**src/rtl/mem_arb_pkg.sv**
```systemverilog
// mem_arb_pkg: shared widths and response-owner encoding for the unified memory arbiter
package mem_arb_pkg;
  localparam int ADDR_W = 11;
  localparam int DATA_W = 32;
  typedef enum logic [1:0] {OWN_NONE, OWN_IF, OWN_D} owner_e;
endpackage

```
**src/rtl/unified_mem_arbiter_if.sv**
```systemverilog
// unified_mem_arbiter_if: fetch and data request/response ports between requesters and the arbiter
interface unified_mem_arbiter_if;
  import mem_arb_pkg::*;
  logic              if_req;
  logic [ADDR_W-1:0] if_addr;
  logic              if_gnt;
  logic              if_valid;
  logic [DATA_W-1:0] if_rdata;
  logic              d_req;
  logic              d_we;
  logic [ADDR_W-1:0] d_addr;
  logic [DATA_W-1:0] d_wdata;
  logic              d_gnt;
  logic              d_valid;
  logic [DATA_W-1:0] d_rdata;
  modport master (
    output if_req, if_addr, d_req, d_we, d_addr, d_wdata,
    input  if_gnt, if_valid, if_rdata, d_gnt, d_valid, d_rdata
  );
  modport slave (
    input  if_req, if_addr, d_req, d_we, d_addr, d_wdata,
    output if_gnt, if_valid, if_rdata, d_gnt, d_valid, d_rdata
  );
endinterface

```
**src/rtl/mem_arb_starve.sv**
```systemverilog
// mem_arb_starve: counts data grants taken while a fetch waits and flags when fetch must win
module mem_arb_starve #(
  parameter int STARVE_MAX = 3
) (
  input  logic clk,
  input  logic rst_n,
  input  logic if_req,
  input  logic if_gnt,
  input  logic d_gnt,
  output logic if_override
);
  logic [3:0] cnt_q, cnt_d;
  always_comb begin
    cnt_d = (!if_req || if_gnt) ? 4'd0 :
            (d_gnt && cnt_q != 4'(STARVE_MAX)) ? cnt_q + 4'd1 : cnt_q;
    if_override = if_req && cnt_q == 4'(STARVE_MAX);
  end
  always_ff @(posedge clk or negedge rst_n)
    if (!rst_n) cnt_q <= '0;
    else cnt_q <= cnt_d;
endmodule

```
**src/rtl/unified_mem_arbiter.sv**
```systemverilog
// unified_mem_arbiter: shares one RAM2Kx32 between fetch and data ports, data-first with a
// starvation override for fetch; one-deep response pipeline tracks who owns the returning read.
module unified_mem_arbiter import mem_arb_pkg::*; #(
  parameter int STARVE_MAX = 3
) (
  input  logic                 clk,
  input  logic                 rst_n,
  unified_mem_arbiter_if.slave bus,
  output logic                 mem_cen,
  output logic                 mem_wen,
  output logic                 mem_oen,
  output logic [ADDR_W-1:0]    mem_a,
  output logic [DATA_W-1:0]    mem_d,
  input  logic [DATA_W-1:0]    mem_q,
  output logic [15:0]          conflict_cnt
);
  owner_e            own_q, own_d;
  logic              we_q, we_d;
  logic [DATA_W-1:0] if_rd_q, if_rd_d, d_rd_q, d_rd_d;
  logic [15:0]       cc_q, cc_d;
  logic              if_ovr, if_gnt, d_gnt, grant, if_vld, d_vld;
  mem_arb_starve #(.STARVE_MAX(STARVE_MAX)) u_starve (
    .clk         (clk),
    .rst_n       (rst_n),
    .if_req      (bus.if_req),
    .if_gnt      (if_gnt),
    .d_gnt       (d_gnt),
    .if_override (if_ovr)
  );
  // Grants are gated by rst_n so the combinational outputs drop the moment reset asserts.
  always_comb begin
    d_gnt   = rst_n && bus.d_req && !if_ovr;
    if_gnt  = rst_n && bus.if_req && !d_gnt;
    grant   = d_gnt || if_gnt;
    mem_cen = !grant;
    mem_wen = !(d_gnt && bus.d_we);
    mem_a   = d_gnt ? bus.d_addr : if_gnt ? bus.if_addr : '0;
    mem_d   = grant ? bus.d_wdata : '0;
    own_d   = d_gnt ? OWN_D : if_gnt ? OWN_IF : OWN_NONE;
    we_d    = d_gnt && bus.d_we;
    if_vld  = own_q == OWN_IF;
    d_vld   = own_q == OWN_D;
    mem_oen = !(if_vld || (d_vld && !we_q));
    if_rd_d = if_vld ? mem_q : if_rd_q;
    d_rd_d  = (d_vld && !we_q) ? mem_q : d_rd_q;
    cc_d    = (bus.if_req && bus.d_req && cc_q != 16'hFFFF) ? cc_q + 16'd1 : cc_q;
  end
  assign bus.if_gnt   = if_gnt;
  assign bus.d_gnt    = d_gnt;
  assign bus.if_valid = if_vld;
  assign bus.d_valid  = d_vld;
  assign bus.if_rdata = if_rd_d;
  assign bus.d_rdata  = d_rd_d;
  assign conflict_cnt = cc_q;
  always_ff @(posedge clk or negedge rst_n)
    if (!rst_n) begin
      own_q   <= OWN_NONE;
      we_q    <= 1'b0;
      if_rd_q <= '0;
      d_rd_q  <= '0;
      cc_q    <= '0;
    end else begin
      own_q   <= own_d;
      we_q    <= we_d;
      if_rd_q <= if_rd_d;
      d_rd_q  <= d_rd_d;
      cc_q    <= cc_d;
    end
endmodule

```
**src/flat_wrapper.sv**
```systemverilog
// flat-port wrapper written by rule: the top's interface ports become plain ports
module unified_mem_arbiter_flat import mem_arb_pkg::*;
#(
  parameter int STARVE_MAX = 3
)
  (clk, rst_n, mem_cen, mem_wen, mem_oen, mem_a, mem_d, mem_q, conflict_cnt, bus_if_req, bus_if_addr, bus_d_req, bus_d_we, bus_d_addr, bus_d_wdata, bus_if_gnt, bus_if_valid, bus_if_rdata, bus_d_gnt, bus_d_valid, bus_d_rdata);
  unified_mem_arbiter_if bus_i ();
  input  logic clk;
  input  logic rst_n;
  output logic mem_cen;
  output logic mem_wen;
  output logic mem_oen;
  output logic [ADDR_W-1:0] mem_a;
  output logic [DATA_W-1:0] mem_d;
  input  logic [DATA_W-1:0] mem_q;
  output logic [15:0] conflict_cnt;
  input wire logic [$bits(bus_i.if_req)-1:0] bus_if_req;
  input wire logic [$bits(bus_i.if_addr)-1:0] bus_if_addr;
  input wire logic [$bits(bus_i.d_req)-1:0] bus_d_req;
  input wire logic [$bits(bus_i.d_we)-1:0] bus_d_we;
  input wire logic [$bits(bus_i.d_addr)-1:0] bus_d_addr;
  input wire logic [$bits(bus_i.d_wdata)-1:0] bus_d_wdata;
  output wire logic [$bits(bus_i.if_gnt)-1:0] bus_if_gnt;
  output wire logic [$bits(bus_i.if_valid)-1:0] bus_if_valid;
  output wire logic [$bits(bus_i.if_rdata)-1:0] bus_if_rdata;
  output wire logic [$bits(bus_i.d_gnt)-1:0] bus_d_gnt;
  output wire logic [$bits(bus_i.d_valid)-1:0] bus_d_valid;
  output wire logic [$bits(bus_i.d_rdata)-1:0] bus_d_rdata;
  assign bus_i.if_req = bus_if_req;
  assign bus_i.if_addr = bus_if_addr;
  assign bus_i.d_req = bus_d_req;
  assign bus_i.d_we = bus_d_we;
  assign bus_i.d_addr = bus_d_addr;
  assign bus_i.d_wdata = bus_d_wdata;
  assign bus_if_gnt = bus_i.if_gnt;
  assign bus_if_valid = bus_i.if_valid;
  assign bus_if_rdata = bus_i.if_rdata;
  assign bus_d_gnt = bus_i.d_gnt;
  assign bus_d_valid = bus_i.d_valid;
  assign bus_d_rdata = bus_i.d_rdata;
  unified_mem_arbiter #(.STARVE_MAX(STARVE_MAX)) u_core (.clk(clk), .rst_n(rst_n), .bus(bus_i), .mem_cen(mem_cen), .mem_wen(mem_wen), .mem_oen(mem_oen), .mem_a(mem_a), .mem_d(mem_d), .mem_q(mem_q), .conflict_cnt(conflict_cnt));
endmodule
```
**config.mk**
```make
export PLATFORM = sky130hd
export DESIGN_NAME = unified_mem_arbiter_flat
export DESIGN_NICKNAME = d
export VERILOG_FILES = /design/src/rtl/mem_arb_pkg.sv /design/src/rtl/unified_mem_arbiter_if.sv /design/src/rtl/mem_arb_starve.sv /design/src/rtl/unified_mem_arbiter.sv /design/src/flat_wrapper.sv
export SDC_FILE = /design/constraint.sdc
export NUM_CORES = 1
export LEC_CHECK = 0
export BUFFER_PORTS_ARGS = -buffer_cell sky130_fd_sc_hd__buf_4
export CELL_PAD_IN_SITES_DETAIL_PLACEMENT = 0
export CELL_PAD_IN_SITES_GLOBAL_PLACEMENT = 1
export CORE_UTILIZATION = 36
export DETAILED_ROUTE_END_ITERATION = 10
export GPL_ROUTABILITY_DRIVEN = 0
export PLACE_DENSITY_LB_ADDON = 0.12
export SLEW_MARGIN = 20
export SYNTH_ARGS = -nofsm -noshare
export SYNTH_HDL_FRONTEND = slang
export SYNTH_SLANG_ARGS = --single-unit
```
**constraint.sdc**
```tcl
create_clock -name clk -period 2.55 [get_ports clk]
set_input_delay 0.3825 -clock clk [delete_from_list [all_inputs] [get_ports clk]]
set_output_delay 0.3825 -clock clk [all_outputs]
set_load 0.01 [all_outputs]
```
==> results.md <==
* Final wirelength at 10100 um
* Total CTS buffers at 9
* First-pass GRT wire length at 16200 um
* Largest net degree at the start of global routing at 75
* IO Count at 221
* Worst path cell trace: nor2b_1, nor2b_4, buf_12, mux2_2, buf_4
* Synthesis-stage register bit count at 87
* Die X at 106 um
* Total track usage at 18.6%
* Via density per instance at 4.63
* Top cell type by total area after synthesis: dfrtp_1
* Largest cells by area after synthesis: dfrtp_1 (56%), mux2_2 (20%), and2_1 (5.5%), a22o_1 (2.5%), xnor2_1 (2.5%)
* CP Buf/Inv Count at 2
* CTS tree: built
* Die Ht at 106 um
* Seq. cell area at 2180 sq um
* Slew of the pin with the lowest slew margin at 0.934 ns
* Power Dens Cells at 655 nW/um^2
* DRC viols at 0
* Total gr overflow at 0
* Final hold viol count at 0
* RR Startpoint: u_core.conflict_cnt[0]
* Status: completed
* Post-Syn Nets at 381
* Ant diodes at 0
* Rows at 37
* Fraction of layout cells with a size suffix above 1 at 61.9%
* Ys flop type: dfrtp_1
* Max FO, Critical Path at 12
* Crit start category: flop
* Synth top area share at 56.4%
* Arrival @ worst endpoint at 2.02 ns
* Reg2reg setup slack at 0.79 ns
* Async set-or-reset flop fraction in the synthesized netlist at 100%
* Slew Limit Fails at 0
* Worst Path Class, Setup: reg2out
* CP required at 2.17 ns
* Clock latency on the worst-skew pair at 0.35 ns
* Yosys cell types at 31
* Tmin final at 2.40 ns
* Vias in the first global route at 3182
* Max incr delay on CP at 0.39 ns
* Dpl cells at 637
* Setup violators final at 0
* Levels on crit path at 5
* Initial DRC Count at 95
* Drt first pass iters at 4
* CP endpoint kind: output port
* Fill count at 941
* Slew headroom at 37.8%
* RSZ-0062 raised after global routing: false
* Post-Syn Area at 3860 sq um
* CTS H-tree depth at 3
* Tightest Hold Check Type: in2async
* Routed via count at 3025
* Core ar. at 10400 sq um
* Fmax at 0.416 GHz
* Slowest-stage cell, CP: dfrtp_1
* Cells on worst reg2reg path at 4
* Mean Syn Cell Area at 13.4 sq um
* Seq/Total Area, Yosys at 56.4%
* Layout Cells excl Fill at 653
* Worst vdd ir at 0.000296 V
* CTS sink cnt at 87
* Initial Util at 37.2%
* Die area at 11100 sq um
* Post-route ant nets at 0
* Final Cycle Share at 94.3%
* Post-synth top cells: dfrtp_1 (87), mux2_2 (67), and2_1 (34)
* Reg2reg end: u_core.conflict_cnt[1]
* Cells after synthesis at 288
* Leak Pwr at 0.00287 uW
* Maximum buffer depth of the clock tree at 2
* Yosys warning total at 0
* Synth-to-Final Area Change at 52.4%
* Initial antenna violation count at 0
* Final Skew at 0.0198 ns
* Input/output buffers at 220
* Reg clk slew, reported paths at 0.10 ns
* Root Buffer: clkbuf_8
* Layout Nets at 605
* Number of flops mapped to enable cells by yosys at 0
* Top-count cell post-synth: dfrtp_1
* Detailed placement HPWL at 7670 um
* Max-cap viol count at 0
* Total power at 3850 uW
* Drt wl/cell at 15.4 um
* Delay-heaviest family, CP: simple AND/OR/NAND/NOR gates
* Setup TNS at 0 ns
* Area taken by multi-input logic gates at 1610 sq um
## metrics by stage
step	hold WS [ns]	instance area (sq um)	util, %	setup WS [ns]
floorplan	0.0869	3860	-	0.670
global placement	0.403	5690	54.9	0.537
detailed placement	0.409	5690	54.9	0.487
CTS	0.0151	5880	56.7	0.0738
global route	0.0328	5880	56.7	0.0105
finish	0.0226	5880	56.7	0.146
## state kept, by name (all words and copies together) (netlist names)
name                   flops
u_core.d_rd_q             32
u_core.if_rd_q            32
u_core.conflict_cnt       16
u_core.u_starve.cnt_q      4
u_core.own_q               2
u_core.we_q                1
## layer usage
layer	GRT usage, %	vias up	routed length, um
met1	22.9	1434	4140
met3	4.45	11	724
met4	6.15	0	152
met5	0	-	0
li1	-	1446	-
met2	32.0	134	5040
## worst register-to-register path: stages, from the launching register on
cell and delay (ns):
dfrtp_1 0.46, ha_1 0.26, and4_4 0.23, a41oi_4 0.35, mux2_2 0.38
## power by group
| part | total (uW) | switching [uW] | internal [uW] |
|---|---|---|---|
| combinational | 1210 | 520 | 689 |
| sequential | 1750 | 122 | 1630 |
| clock | 894 | 506 | 389 |
## layout by cell type (no fill, tap or decap), types with 2 or more instances in the layout
master,instances
mux2_2,67
nand2_1,8
clkinv_4,2
nor2_1,4
xnor2_1,11
nor2b_4,2
buf_12,2
a21oi_1,3
a22o_1,11
clkinvlp_4,2
buf_4,225
and4_1,3
ha_1,2
nand3_1,7
xor2_1,5
nor4_2,2
nand4_1,7
and2_1,34
clkbuf_8,10
dfrtp_1,87
inv_1,3
nor3b_2,2
nor2b_1,7
## cell families after synthesis
kind of cell / share of synthesized area [%]
compound gates: 3.96
xor+xnor: 3.63
fa+ha+maj: 0.649
buf+inv: 2.34
flops: 56.4
mux: 19.6
simple gates: 13.4
## worst max path at each step
| stage | start | endpoint | slack, ns |
|---|---|---|---|
| floorplan | u_core.u_starve.cnt_q[0] | mem_a[1] | 0.67 |
| global placement | u_core.own_q[1] | bus_d_rdata[31] | 0.54 |
| detailed placement | u_core.u_starve.cnt_q[0] | mem_a[4] | 0.49 |
| CTS | u_core.u_starve.cnt_q[0] | mem_a[4] | 0.07 |
| global route | u_core.own_q[1] | bus_d_rdata[0] | 0.01 |
| finish | u_core.own_q[1] | bus_d_rdata[0] | 0.15 |
## final cells by class
type                    count  area share [%]
clock buffers              11            2.40
repair buffers            227            29.4
flip-flops and latches     87            37.0
inverters                   3           0.191
multi-input cells         184            27.4
well taps                 136            2.89
clock inverters             5           0.702
## repair_timing
| item | 4_1_cts | 5_1_grt |
|---|---|---|
| setup endpoints to repair | 0 | 11 |
| endpoints found under the hold margin | 0 | 0 |
| setup buffers | 0 | 0 |
| hold buffers | 0 | 0 |
| resized for setup | 0 | 1 |
No activity file was read; power rests on OpenSTA's default activity.
